`src/rtl/ethernet_frame_rx.sv`:
```
// rtl/ethernet_frame_rx.sv - Ethernet receive framer: preamble/SFD detect, header capture,
// FCS-stripping payload stream, CRC-32 check and length checks.
module ethernet_frame_rx #(
  parameter int MIN_FRAME = 64,
  parameter int MAX_FRAME = 1518
) (
  input  logic        clock,
  input  logic        reset,
  input  logic [7:0]  rx_data,
  input  logic        rx_valid,
  output logic [47:0] dest_mac,
  output logic [47:0] src_mac,
  output logic [15:0] eth_type,
  output logic        hdr_valid,
  output logic [7:0]  payload_data,
  output logic        payload_valid,
  output logic [10:0] payload_count,
  output logic        frame_done,
  output logic        fcs_ok,
  output logic        frame_err
);

  typedef enum logic [2:0] {
    IDLE, PREAMBLE, MAC_DEST, MAC_SOURCE, TYPE, DATA, DROP
  } state_t;

  localparam logic [10:0] MIN_L = 11'(MIN_FRAME);
  localparam logic [10:0] MAX_L = 11'(MAX_FRAME);
  localparam logic [31:0] CRC_RESIDUE = 32'hDEBB20E3;

  state_t      r_state, w_state_next;
  logic [3:0]  r_pre_cnt;
  logic [2:0]  r_field_cnt;
  logic [47:0] r_dest_sh, r_src_sh;
  logic [7:0]  r_type_hi;
  logic [7:0]  r_dly [4];
  logic [2:0]  r_dly_cnt;
  logic [31:0] r_crc;
  logic [10:0] r_byte_cnt;
  logic        r_drop_report;
  logic        r_armed;

  logic        w_sfd, w_hdr_byte, w_data_byte, w_overflow;
  logic        w_done, w_done_data, w_hdr_load, w_field_last;
  logic [10:0] w_cnt_inc;

  function automatic logic [31:0] crc_next(input logic [31:0] c, input logic [7:0] d);
    logic [31:0] r;
    r = c ^ {24'h0, d};
    for (int i = 0; i < 8; i++) begin
      r = r[0] ? ((r >> 1) ^ 32'hEDB88320) : (r >> 1);
    end
    return r;
  endfunction

  assign w_cnt_inc = (r_byte_cnt == 11'h7FF) ? r_byte_cnt : r_byte_cnt + 11'd1;

  always_ff @(posedge clock) begin
    if (reset) r_state <= IDLE;
    else       r_state <= w_state_next;
  end

  always_comb begin
    w_state_next = r_state;
    w_sfd        = 1'b0;
    w_hdr_byte   = 1'b0;
    w_data_byte  = 1'b0;
    w_overflow   = 1'b0;
    w_done       = 1'b0;
    w_done_data  = 1'b0;
    w_hdr_load   = 1'b0;
    w_field_last = 1'b0;
    case (r_state)
      // r_armed stays low after reset until the line goes idle, so a frame cut by reset is dropped
      IDLE: if (rx_valid) w_state_next = (r_armed && rx_data == 8'h55) ? PREAMBLE : DROP;
      PREAMBLE: begin
        if (!rx_valid)               w_state_next = IDLE;
        else if (rx_data == 8'h55) begin
          if (r_pre_cnt >= 4'd7)     w_state_next = DROP;
        end else if (rx_data == 8'hD5) begin
          w_state_next = MAC_DEST;
          w_sfd        = 1'b1;
        end else                     w_state_next = DROP;
      end
      MAC_DEST, MAC_SOURCE, TYPE: begin
        w_field_last = (r_state == TYPE) ? (r_field_cnt == 3'd1) : (r_field_cnt == 3'd5);
        if (!rx_valid) begin
          w_done       = 1'b1;
          w_state_next = IDLE;
        end else begin
          w_hdr_byte = 1'b1;
          if (w_field_last) begin
            case (r_state)
              MAC_DEST:   w_state_next = MAC_SOURCE;
              MAC_SOURCE: w_state_next = TYPE;
              default: begin
                w_state_next = DATA;
                w_hdr_load   = 1'b1;
              end
            endcase
          end
        end
      end
      DATA: begin
        if (!rx_valid) begin
          w_done       = 1'b1;
          w_done_data  = 1'b1;
          w_state_next = IDLE;
        end else if (w_cnt_inc > MAX_L) begin
          w_overflow   = 1'b1;
          w_state_next = DROP;
        end else begin
          w_data_byte = 1'b1;
        end
      end
      DROP: if (!rx_valid) begin
        w_done       = r_drop_report;
        w_state_next = IDLE;
      end
      default: w_state_next = IDLE;
    endcase
  end

  always_ff @(posedge clock) begin
    if (reset) begin
      r_pre_cnt     <= '0;
      r_field_cnt   <= '0;
      r_dest_sh     <= '0;
      r_src_sh      <= '0;
      r_type_hi     <= '0;
      for (int i = 0; i < 4; i++) r_dly[i] <= '0;
      r_dly_cnt     <= '0;
      r_crc         <= '0;
      r_byte_cnt    <= '0;
      r_drop_report <= 1'b0;
      r_armed       <= 1'b0;
      dest_mac      <= '0;
      src_mac       <= '0;
      eth_type      <= '0;
      hdr_valid     <= 1'b0;
      payload_data  <= '0;
      payload_valid <= 1'b0;
      payload_count <= '0;
      frame_done    <= 1'b0;
      fcs_ok        <= 1'b0;
      frame_err     <= 1'b0;
    end else begin
      hdr_valid     <= w_hdr_load;
      frame_done    <= w_done;
      fcs_ok        <= w_done_data && (r_crc == CRC_RESIDUE);
      frame_err     <= w_done && (!w_done_data || r_byte_cnt < MIN_L);
      payload_valid <= 1'b0;
      if (!rx_valid) r_armed <= 1'b1;
      if (r_state == IDLE)          r_pre_cnt <= 4'd1;
      else if (r_state == PREAMBLE) r_pre_cnt <= r_pre_cnt + 4'd1;
      if (w_overflow)               r_drop_report <= 1'b1;
      else if (r_state == IDLE)     r_drop_report <= 1'b0;
      if (w_sfd) begin
        r_crc         <= 32'hFFFFFFFF;
        r_byte_cnt    <= '0;
        r_field_cnt   <= '0;
        r_dly_cnt     <= '0;
        payload_count <= '0;
      end
      if (w_hdr_byte || w_data_byte) begin
        r_crc      <= crc_next(r_crc, rx_data);
        r_byte_cnt <= w_cnt_inc;
      end
      if (w_hdr_byte) begin
        r_field_cnt <= w_field_last ? 3'd0 : r_field_cnt + 3'd1;
        if (r_state == MAC_DEST)   r_dest_sh <= {r_dest_sh[39:0], rx_data};
        if (r_state == MAC_SOURCE) r_src_sh  <= {r_src_sh[39:0], rx_data};
        if (r_state == TYPE)       r_type_hi <= rx_data;
      end
      if (w_hdr_load) begin
        dest_mac <= r_dest_sh;
        src_mac  <= r_src_sh;
        eth_type <= {r_type_hi, rx_data};
      end
      // The newest four bytes are held back; whatever remains at end of frame is the FCS
      if (w_data_byte) begin
        r_dly[0] <= rx_data;
        r_dly[1] <= r_dly[0];
        r_dly[2] <= r_dly[1];
        r_dly[3] <= r_dly[2];
        if (r_dly_cnt == 3'd4) begin
          payload_valid <= 1'b1;
          payload_data  <= r_dly[3];
          payload_count <= payload_count + 11'd1;
        end else begin
          r_dly_cnt <= r_dly_cnt + 3'd1;
        end
      end
    end
  end

endmodule

```
`config.mk`:
```
export PLATFORM = sky130hd
export DESIGN_NAME = ethernet_frame_rx
export DESIGN_NICKNAME = d
export VERILOG_FILES = /design/src/rtl/ethernet_frame_rx.sv
export SDC_FILE = /design/constraint.sdc
export NUM_CORES = 1
export LEC_CHECK = 0
export ABC_AREA = 1
export CORE_AREA = 2 2 157 159
export CTS_BUF_LIST = sky130_fd_sc_hd__clkbuf_8
export CTS_CLUSTER_DIAMETER = 80
export DETAILED_ROUTE_END_ITERATION = 12
export DIE_AREA = 0 0 159 161
export GPL_TIMING_DRIVEN = 0
export HOLD_SLACK_MARGIN = 0.05
export PLACE_DENSITY_LB_ADDON = 0.08
export SLEW_MARGIN = 25
export SYNTH_ARGS = -nofsm -noshare
export SYNTH_HDL_FRONTEND = slang
export SYNTH_SLANG_ARGS = --single-unit
```
`constraint.sdc`:
```
create_clock -name clock -period 3.5 [get_ports clock]
set_clock_uncertainty 0.1 [all_clocks]
set_input_delay 0.525 -clock clock [delete_from_list [all_inputs] [get_ports clock]]
set_output_delay 0.525 -clock clock [all_outputs]
set_load 0.005 [all_outputs]
```
* Word level (Yosys, flattened, before mapping) *
Memory sizes are Yosys's and may differ from the RTL's. A register that Yosys moved wholly into a read port is not among the register bits.
Cells that the tools add are included.

storage, ports and cells
  memories = 1
  logic and storage cells = 154
  register bits after elaboration = 290
  latch bits = 0
  input port bits = 11
  bits in writable memories = 32
  ROM bits = 0
  output and inout bits = 136

cells by class
  multiply operators = 0
  $add $sub $neg = 5
  mux-type cells = 71
  bitwise operators = 14
  order comparisons = 3
  reductions and logical operators = 21
  eq/ne operators = 18
  div/mod/pow operators = 0
  shifts and indexed selects = 0

memory list
  name   depth  bits a word  read ports  clocked after Yosys merged registers in  write ports  line  text
  r_dly  4      8            4           1                                        4            36    logic [7:0] r_dly [4];

operator list
  cell                                                                    count
  32-bit 2-to-1 mux                                                       10
  13-bit inverter with 14-bit output                                      8
  11-bit 2-to-1 mux                                                       6
  3-bit 2-to-1 mux                                                        17
  32-bit == test (second input constant)                                  1
  8-bit 2-to-1 mux                                                        4
  32-bit by 8-bit XOR with 32-bit output                                  1
  1-bit 2-to-1 mux                                                        31
  11-bit by 1-bit adder with 11-bit output (second input constant)        2
  3-bit == test (second input constant)                                   5
  3-bit one-hot mux with 5 select lines                                   1
  11-bit == test (second input constant)                                  1
  11-bit > comparator (second input constant)                             1
  11-bit by 7-bit < comparator with 1-bit output (second input constant)  1
  8-bit by 7-bit == test with 1-bit output (second input constant)        1
  8-bit == test (second input constant)                                   1
  2-bit AND reduction                                                     4
  2-bit nonzero test                                                      4
  3-bit by 1-bit adder with 3-bit output (second input constant)          2
  3-bit by 1-bit == test with 1-bit output (second input constant)        2
  3-bit by 2-bit == test with 1-bit output (second input constant)        2
  3-bit inequality test (second input constant)                           2
  3-bit one-hot mux with 2 select lines                                   1
  2-bit OR reduction                                                      3
  14 further kinds                                                        21

* Longest topological paths before layout *
  word-level depth = 18
  depth in mapped cells = 18
  depth with buffers taken out = 17

* Worst setup path before layout *
OpenSTA, ideal clock, no wires.

  kind = reg-to-reg
  start point = reg r_byte_cnt[0]
  end point = reg payload_count[8]
  cell stages (with the launch flop) = 16
  arrival time = 2306 ps
  path slack = 1036 ps
  library setup time = 58 ps
  required time = 3342 ps
  period minus slack after synthesis = 2464 ps
  path buffers = 0
  path through = dfxtp_1 ha_1 nand2_2 nor2_2 nand3_1 o21ai_1 nand4_1 nand2_1 nand2_1 nand2_2 nand2_4 nand2_4 nand2_2 nor2_2 nand2_1 nand2_1

on the way
  cells in the longest elaborated chain, start to end = 7
  elaborated cells between the ends (all ways) = 8
  classes of those cells = add/sub: 1; order compare: 1; eq/ne: 1; mux: 5

RTL lines
  element                                                                            line  text
  start: declaration                                                                 39    logic [10:0] r_byte_cnt;
  start signal: assignment                                                           167   r_byte_cnt <= w_cnt_inc;
  11-bit by 1-bit adder with 11-bit output / 11-bit == test (equally long branches)  56    assign w_cnt_inc = (r_byte_cnt == 11'h7FF) ? r_byte_cnt : r_byte_cnt + 11'd1;
  11-bit 2-to-1 mux (*)                                                              56
  11-bit > comparator (*)                                                            109   end else if (w_cnt_inc > MAX_L) begin
  1-bit 2-to-1 mux (*)                                                               109
  1-bit 2-to-1 mux (*)                                                               105   if (!rx_valid) begin
  1-bit 2-to-1 mux (*)                                                               73    case (r_state)
  11-bit 2-to-1 mux (*)                                                              181   if (w_data_byte) begin
  end signal: assignment                                                             189   payload_count <= payload_count + 11'd1;
  end: declaration                                                                   17    output logic [10:0] payload_count,

Every way passes the cells marked *; elsewhere a longest branch is shown, timed or not.
A chain may end at the register's enable or synchronous reset.

* Worst setup path after layout *
  start point = reg r_byte_cnt[1]
  end point = reg payload_count[2]

Same word-level chain as after synthesis.

==> results <==
[state kept, by name, summed over array words and instances, names as in the netlist, 16 cells and up]
signal	flops
r_dly	32
src_mac	48
r_src_sh	48
eth_type	16
r_dest_sh	48
dest_mac	48
r_crc	32
[how the worst min path moves through the flow]
stage	startpoint	slack, ns	endpoint	cells past startpoint
2_1_floorplan	r_type_hi[2]	0.32	eth_type[10]	2
4_1_cts	r_type_hi[1]	0.34	eth_type[9]	2
3_5_place_dp	r_type_hi[7]	0.34	eth_type[15]	2
5_1_grt	r_type_hi[1]	0.35	eth_type[9]	2
6_report	r_type_hi[1]	0.34	eth_type[9]	2
3_3_place_gp	r_type_hi[7]	0.33	eth_type[15]	2
[cells by family after synthesis]
logic type / after synthesis / synth area share
XOR/XNOR: 78 / 0.0553
multiplexers: 1 / 0.000737
adder cells (fa/ha/maj): 10 / 0.00921
AND/OR/NAND/NOR: 556 / 0.176
flip-flops: 330 / 0.510
buffers and inverters: 266 / 0.0782
AO/OA/AOI/OAI: 438 / 0.171
[critical path: cells and delay by family (launching register included)]
family / cells / cell delay, ns
adder cells (fa/ha/maj): 1 / 0.22
AO/OA/AOI/OAI: 1 / 0.14
AND/OR/NAND/NOR: 13 / 2.20
flip-flops: 1 / 0.40
[through the flow]
stage / power [mW] / instances / hold WS [ns] / util
after floorplan: 6.58 / 1679 / 0.320 / -
after global placement: 7.18 / 2149 / 0.331 / 0.645
after detailed placement: 7.21 / 2149 / 0.335 / 0.645
after CTS: 10.3 / 2238 / 0.338 / 0.685
after global routing: 10.8 / 2238 / 0.353 / 0.685
final: 10.3 / 2238 / 0.345 / 0.685
[layout by cell type (no fill, tap or decap), types with 2 or more instances in the layout]
cell type and n:
nand3b_1 10, buf_1 3, a31oi_1 4, nand4_1 28
nand2_2 8, inv_8 2, clkbuf_8 61, clkinv_1 2
ha_1 10, dfxtp_1 298, clkbuf_1 67, buf_2 24
o21ai_0 232, a22oi_1 2, a21oi_2 29, inv_1 186
inv_2 4, nor3_1 10, clkdlybuf4s50_1 146, xor2_4 2
nand2_1 148, nand3_1 56, nor2_1 274, edfxtp_1 32
nor4_1 4, xnor2_1 20, buf_6 4, o21ai_1 2
nand3_2 3, a21oi_1 162, nor2_2 7, o22ai_1 3
xor2_2 2, nand2_4 3, o21bai_1 2, xor2_1 52
xnor2_2 2
[where the power goes]
part           internal (mW)  switching [mW]
clock                   1.58            1.47
combinational           1.01            1.71
sequential              4.20           0.283
total                   6.79            3.46
[cell type report]
cell class	count	area share
sequential	330	0.422
tap	324	0.0247
buffer	99	0.0265
multi-input combinational	1083	0.341
inverter	167	0.0382
timing repair buffer	146	0.0890
clock buffer	61	0.0511
clock inverter	28	0.00762
[metal layers]
metal  vias up  track usage
li1       5883            -
met1      5665        0.395
met2       403        0.414
met3        56       0.0498
met4         0       0.0764
met5         -            0
==> flow_metrics.py <==
metrics = {
    "routing": {
        "wl_met1_mm": 16.8,
        "post-route-drc-count": 0,
        "routed-wl-met2_mm": 15.7,
        "wire_per_inst_um": 16.0,
        "vias": 12007,
        "dr.max_layer_used": "met4",
        "drt_first_pass_iters": 6,
        "ant_nets": 0,
        "drt-vias-per-instance": 5.37,
        "drtIter0Drc": 910,
        "wl_mm": 35.7,
        "met3_length_mm": 2.53,
    },
    "global_route": {
        "grt_first_pass_wirelength_mm": 56.8,
        "grt_max_degree": 36,
        "grt_use_total": 0.271,
        "grt_overflow": 0,
        "grt_pass1_vias": 11121,
        "antenna_found_initial": 1,
    },
    "sta": {
        "final-hold-violation-count": 0,
        "slew_viol_final": 0,
        "fin_crit_ns": 3.12,
        "slew_headroom": 0.448,
        "fin_tns_setup_ns": 0,
        "tightest_slew_ns": 0.826,
        "finalSetupViolations": 0,
        "finalCritPeriodShare": 0.891,
        "max_freq_mhz": 321,
        "layout_setup_ws_ns": 0.380,
        "rsz0062_at_grt": "false",
    },
    "logic_synthesis": {
        "synthTopCellsByArea": "dfxtp_1, o21ai_0, nor2_1",
        "synth_nets": 1700,
        "synth_edf_count": 32,
        "yosysMostFrequentCell": "dfxtp_1",
        "synthTopCellsByCount": "dfxtp_1, nor2_1, o21ai_0",
        "syn_area_per_cell_sq_um": 8.09,
        "synthFlopType": "dfxtp_1",
        "synthArstFlopShare": 0,
        "synth_top_area_cell": "dfxtp_1",
        "synth_area_sq_um": 13600,
        "syn_inst": 1679,
        "synth_top_area_share": 0.439,
        "ys_ff_latch": 330,
        "ys_seq_area_frac": 0.510,
        "yosysWarnings": 0,
        "synthDistinctLibCells": 43,
    },
    "layout": {
        "multiInputGateArea_sq_um": 5600,
        "seq_area_sq_um": 6930,
        "syn_to_final_growth_pct": 20.8,
        "drive_above_1_share": 0.0810,
        "n_antenna_cell": 0,
        "num-fill-cells": 2065,
        "stdcell_area_sq_um": 16400,
        "nets": 1900,
    },
    "hold_path": {
        "worstHoldPathType": "reg -> reg",
    },
    "worst_setup_path": {
        "critical_path_class": "reg -> reg",
        "cp_common_cell": "nand2_1",
        "regToRegEndpoint": "payload_count[2]",
        "cp.required_ns": 3.92,
        "crit_arrival_ns": 3.54,
        "cp-endpoint": "payload_count[2]",
        "worst_path_largest_cell_delay_ns": 0.56,
        "r2r.worst_path.cells": 15,
        "r2r-start": "r_byte_cnt[1]",
        "crit_chain": "ha_1 -> nand2_2 -> nor2_2 -> nand3_1 -> o21ai_1 -> nand4_1 -> nand2_1 -> nand2_1 -> nand2_2 -> nand2_4 -> nand2_4 -> nand2_2 -> nor2_2 -> nand2_1 -> nand2_1",
        "crit_path_end_kind": "flop",
        "crit_slowest_cell": "nor2_2",
        "cp_max_fo": 35,
        "crit_start": "r_byte_cnt[1]",
        "setup.reg_to_reg.worst_slack_ns": 0.38,
        "cp-start-kind": "flop",
    },
    "clock_tree": {
        "path_clk_slew_ns": 0.06,
        "clock_latency_ns": 0.59,
        "cts_tree": "done",
        "cts_setup_buffers": 0,
        "cts_hold_buf": 0,
        "clkSinkCount": 330,
        "cts-root-buf": "clkbuf_8",
        "cts_buffer_depth": 3,
        "htree_levels": 2,
        "numCtsBuffers": 52,
        "post_cts_resized": 0,
    },
    "die": {
        "io_pins": 147,
        "fp.dieW_um": 159,
        "core-area_sq_um": 24000,
        "start_util": 0.567,
        "rows": 57,
        "die_area_sq_um": 25600,
        "dieHeight_um": 161,
    },
    "placed_design": {
        "port_buffers": 146,
        "gp_congestion": 0.902,
        "placedInstanceArea_sq_um": 15500,
        "place_ws_ns": 0.121,
        "hpwl_mm": 25.1,
    },
    "run_status": {
        "outcome": "completed",
    },
    "run": {
        "maxCapViolations": 0,
    },
    "power": {
        "ir_drop_mv": 0.355,
        "power_density_nw_per_um2": 624,
        "p_leak_nw": 6.85,
    },
}
No activity file was read; power rests on OpenSTA's default activity.
